`src/rtl/wb_trace_fifo.sv`:
```
// Write-back trace capture FIFO: records register-file writes retiring in WB with a
// sequence tag. The FIFO is first-word-fall-through and counts events dropped on overflow.
module wb_trace_fifo #(
    parameter int   DEPTH     = 8,
    parameter logic FILTER_R0 = 1'b1
) (
    input  logic                     clk,
    input  logic                     rst,
    input  logic [31:0]              debug_wb_pc,
    input  logic [3:0]               debug_wb_rf_wen,
    input  logic [4:0]               debug_wb_rf_wnum,
    input  logic [31:0]              debug_wb_rf_wdata,
    input  logic                     trace_en,
    input  logic                     flush,
    output logic                     out_valid,
    input  logic                     out_ready,
    output logic [84:0]              out_data,
    output logic [$clog2(DEPTH):0]   count,
    output logic                     overflow,
    output logic [15:0]              overflow_cnt
);

    localparam int AW = $clog2(DEPTH);
    localparam int CW = AW + 1;

    logic [84:0]   mem_r [DEPTH];
    logic [AW-1:0] wr_ptr_r;
    logic [AW-1:0] rd_ptr_r;
    logic [CW-1:0] count_r;
    logic [CW-1:0] count_nxt_s;
    logic          valid_r;
    logic [15:0]   seq_r;
    logic          overflow_r;
    logic [15:0]   overflow_cnt_r;

    logic          capture_s;
    logic          pop_s;
    logic          full_s;
    logic          push_s;
    logic          drop_s;
    logic [84:0]   entry_s;

    // Capture qualification, handshake decode and next occupancy
    always_comb begin
        capture_s   = 1'b0;
        pop_s       = 1'b0;
        full_s      = 1'b0;
        push_s      = 1'b0;
        drop_s      = 1'b0;
        count_nxt_s = count_r;
        entry_s     = {seq_r, debug_wb_pc, debug_wb_rf_wnum, debug_wb_rf_wdata};

        capture_s = trace_en & (debug_wb_rf_wen != 4'h0)
                  & ~(FILTER_R0 & (debug_wb_rf_wnum == 5'd0));
        pop_s     = valid_r & out_ready;
        full_s    = (count_r == CW'(DEPTH));
        // A full FIFO still accepts an event when the head leaves in the same cycle
        push_s    = capture_s & (~full_s | pop_s);
        drop_s    = capture_s & full_s & ~pop_s;

        case ({push_s, pop_s})
            2'b10:   count_nxt_s = count_r + CW'(1);
            2'b01:   count_nxt_s = count_r - CW'(1);
            default: count_nxt_s = count_r;
        endcase
    end

    // Control state: pointers, occupancy, sequence tag and overflow tracking
    always_ff @(posedge clk) begin
        if (rst) begin
            wr_ptr_r       <= AW'(0);
            rd_ptr_r       <= AW'(0);
            count_r        <= CW'(0);
            valid_r        <= 1'b0;
            seq_r          <= 16'h0000;
            overflow_r     <= 1'b0;
            overflow_cnt_r <= 16'h0000;
        end else if (flush) begin
            wr_ptr_r       <= AW'(0);
            rd_ptr_r       <= AW'(0);
            count_r        <= CW'(0);
            valid_r        <= 1'b0;
            overflow_r     <= 1'b0;
            overflow_cnt_r <= 16'h0000;
        end else begin
            if (push_s) begin
                wr_ptr_r <= wr_ptr_r + AW'(1);
            end
            if (pop_s) begin
                rd_ptr_r <= rd_ptr_r + AW'(1);
            end
            if (capture_s) begin
                seq_r <= seq_r + 16'h0001;
            end
            if (drop_s) begin
                overflow_r <= 1'b1;
                if (overflow_cnt_r != 16'hFFFF) begin
                    overflow_cnt_r <= overflow_cnt_r + 16'h0001;
                end
            end
            count_r <= count_nxt_s;
            valid_r <= (count_nxt_s != CW'(0));
        end
    end

    // Entry storage; contents are never cleared, only overwritten
    always_ff @(posedge clk) begin
        if (push_s && !rst && !flush) begin
            mem_r[wr_ptr_r] <= entry_s;
        end
    end

    assign out_valid    = valid_r;
    assign out_data     = mem_r[rd_ptr_r];
    assign count        = count_r;
    assign overflow     = overflow_r;
    assign overflow_cnt = overflow_cnt_r;

endmodule

```
`config.mk`:
```
export PLATFORM = sky130hd
export DESIGN_NAME = wb_trace_fifo
export DESIGN_NICKNAME = d
export VERILOG_FILES = /design/src/rtl/wb_trace_fifo.sv
export SDC_FILE = /design/constraint.sdc
export NUM_CORES = 1
export LEC_CHECK = 0
export CAP_MARGIN = 0
export CORE_MARGIN = 5
export CORE_UTILIZATION = 40
export CTS_BUF_LIST = sky130_fd_sc_hd__clkbuf_16
export CTS_CLUSTER_DIAMETER = 100
export DETAILED_ROUTE_END_ITERATION = 10
export PLACE_DENSITY = 0.7
export SETUP_SLACK_MARGIN = 0.5
export SKIP_CTS_REPAIR_TIMING = 1
export SLEW_MARGIN = 20
export SYNTH_ARGS = -nofsm -noshare
export SYNTH_HDL_FRONTEND = slang
export SYNTH_SLANG_ARGS = --single-unit
```
`constraint.sdc`:
```
create_clock -name clk -period 17.5 [get_ports clk]
set_clock_uncertainty 0.05 [all_clocks]
set_input_delay 1.75 -clock clk [delete_from_list [all_inputs] [get_ports clk]]
set_output_delay 1.75 -clock clk [all_outputs]
set_load 0.01 [all_outputs]
```
==> flow_summary.ini <==
[status]
status = finished, final reports clean

[route]
ant_nets = 0
totalWireLength_um = 57400
drc = 0
drt_iter0_markers = 821
top_layer = met5
dr.pass1.iters = 5
num_vias = 13100
dr_wl_met2_um = 29700
wl_met3_um = 3080
wl_per_cell_um = 23.3
m1WireLength_um = 23400
via_per_inst = 5.30

[pwr]
peakVddDrop_mv = 0.0673
p_per_area_mw_per_mm2 = 105
p_leak_uw = 0.0100

[synth]
netlist_instances = 1254
ys_seq_area_share_pct = 77.1
synth_area_mm2 = 0.0277
syn-num-nets = 1337
yosysWarnings = 0
ys.flop_type = edfxtp_1
synth-edff-count = 680
avgSynthCellArea_um2 = 22.1
ys_types = 44
ys_async_sr_fraction_pct = 0
synth-seq-cells = 727

[global_route]
grt_pass1_vias = 14000
grt_max_degree = 88
overflow = 0
groute.usage.overall_pct = 15.4
antenna_found_initial = 5
grt_first_pass_wirelength_um = 87200

[setup_path]
worstPathArrival_ps = 4340
cp.required_ps = 15700
r2r_start = count[1]
rr_worst_depth = 6
ff2ff_setup_slack_ps = 13840
path_class = reg -> out
start_kind = flip-flop
critical_path.max_fanout = 87
r2r_end = mem_r[7][65]
end_kind = output port

[floorplan]
row_count = 96
core_area_mm2 = 0.0687
die_area_mm2 = 0.0746
die_h_um = 273
die_w_um = 273
start_util_pct = 40.3
io_pins = 185

[placement]
finalWeightedCongestion = 0.747
dp_hpwl_um = 32700
port_buffers = 184
dp_slack_ps = 11430

[sta]
fmax_ghz = 0.163
setup_viol = 0
rsz0062_at_grt = false
setup-tns-final_ps = 0
tightest_slew_ps = 1110
layout_setup_ws_ps = 11360
period_share_pct = 35.1
hold_viol = 0
period_needed_ps = 6140
maxSlewViolCount = 0
relSlewSlack_pct = 26.0

[final_layout]
ff_latch_area_mm2 = 0.0214
multi_input_area_mm2 = 0.00616
drive_above_1_share_pct = 26.1
n_fill_cell = 5567
syn2layout_area_growth_pct = 19.2
finalNetCount = 1556

[run]
cap_violations = 0

[hold_path]
hold_class = reg -> reg
worstHoldEndpoint = overflow_cnt[6]
holdPathStages = 2
hold_start = overflow_cnt[6]

[clock_tree]
cts_root_buffer = clkbuf_16
clk_latency_ps = 600
htreeDepth = 3
clkTransAtPathRegs_ps = 60
cts_tree = yes
cts_buffers = 73
clock_sinks = 727
clockBufferDepth = 3
## synthesized netlist by cell type (all sizes together) (7+ instances only)
cell	number	area (um2)
a21oi	11	55.1
and3	9	56.3
buf	23	100
clkbuf	38	143
dfxtp	47	941
edfxtp	680	20400
mux2	85	957
mux4	170	3830
nand2	18	67.6
nand3	17	85.1
nand4	12	75.1
nor2	38	143
o311ai	7	61.3
or3	9	61.3
or4	7	52.6
xnor2	15	131
xor2	8	70.1
## per-layer routing
| metal | up-vias | GRT usage, % |
|---|---|---|
| met5 | - | 0 |
| met4 | 8 | 4.47 |
| met2 | 368 | 26.5 |
| met3 | 70 | 3.00 |
| met1 | 6901 | 19.9 |
| li1 | 5712 | - |
## critical path, cell delays in order (launching register included)
cell and delay (ps):
dfxtp_4 580, buf_16 300, buf_12 560, buf_4 740
mux4_2 590, mux2_2 320, clkdlybuf4s50_1 500
## worst max path at each step
| stage | from | to | slack, ps | depth (start not counted) |
|---|---|---|---|---|
| final | flip-flop | out_data[72] | 11360 | 6 |
| after global routing | flip-flop | out_data[72] | 10960 | 6 |
| after CTS | flip-flop | out_data[72] | 10960 | 5 |
| after detailed placement | rst | mem_r[7][56] | 11430 | 5 |
| after global placement | rst | mem_r[5][65] | 11460 | 5 |
| after floorplan | flush | mem_r[0][0] | 8330 | 4 |
## metrics by stage
step	utilization (%)	instances	total power, uW	hold WS (ps)	instance area, um2
after detailed placement	44.7	2328	2050	433	30700
after global placement	44.7	2328	2050	417	30700
after floorplan	-	1254	1990	404	27700
after global routing	48.1	2462	3600	478	33000
after CTS	48.0	2460	3520	456	33000
final	48.1	2462	3480	459	33000
## state kept, by name, indices dropped and copies added, names as in the netlist, named ones only
signal and cells:
count 4, seq_r 16, wr_ptr_r 3, overflow_cnt 16, out_valid 1, mem_r 680, rd_ptr_r 3, overflow 1
## cell type report
cell class / instances / area share, %
Tap cell: 931 / 3.53
Multi-Input combinational cell: 462 / 18.6
Clock inverter: 56 / 1.15
Antenna cell: 1 / 0.00758
Inverter: 4 / 0.0455
Clock buffer: 76 / 5.76
Timing Repair Buffer: 205 / 6.16
Sequential cell: 727 / 64.7
## kinds of logic (layout without fill, tap and decap cells)
group | Yosys count | in the layout | share of synthesized area, %
other cells | 0 | 1 | 0
xor+xnor | 23 | 23 | 0.727
simple gates | 131 | 131 | 2.49
mux | 260 | 260 | 17.4
buf+inv | 65 | 341 | 0.930
fa+ha+maj | 5 | 5 | 0.226
flops | 727 | 727 | 77.1
compound gates | 43 | 43 | 1.11
## power by group
group	switching [uW]	internal [uW]
clock	624	847
combinational	52.5	51.5
sequential	4.67	1900
total	681	2800
## cell usage in the layout (no fill, tap or decap), types with 3 or more instances in the layout
| cell | netlist | routed |
|---|---|---|
| and3_1 | 9 | 9 |
| nor4_1 | 5 | 4 |
| a21oi_1 | 11 | 11 |
| ha_1 | 5 | 5 |
| nand2_1 | 18 | 18 |
| buf_4 | 0 | 18 |
| o21ai_0 | 5 | 5 |
| dfxtp_1 | 47 | 44 |
| clkdlybuf4s50_1 | 0 | 184 |
| mux2i_1 | 5 | 5 |
| clkinv_1 | 0 | 12 |
| mux2_2 | 85 | 85 |
| clkinvlp_4 | 0 | 4 |
| nand4_1 | 12 | 12 |
| clkbuf_16 | 0 | 76 |
| or3_1 | 8 | 8 |
| o311ai_0 | 7 | 7 |
| edfxtp_1 | 680 | 680 |
| or4_1 | 7 | 7 |
| xor2_1 | 8 | 8 |
| clkinv_2 | 0 | 16 |
| nand2b_1 | 3 | 3 |
| nand3_1 | 17 | 17 |
| xnor2_1 | 15 | 15 |
| dfxtp_4 | 0 | 3 |
| inv_1 | 4 | 18 |
| nor2_1 | 38 | 32 |
| o41ai_1 | 6 | 6 |
| mux4_2 | 170 | 170 |
| bufinv_16 | 0 | 4 |
| nor2_4 | 0 | 6 |
| nor3_1 | 6 | 4 |
| o31ai_1 | 4 | 4 |
Note: power is estimated with default switching activity, not from simulation.
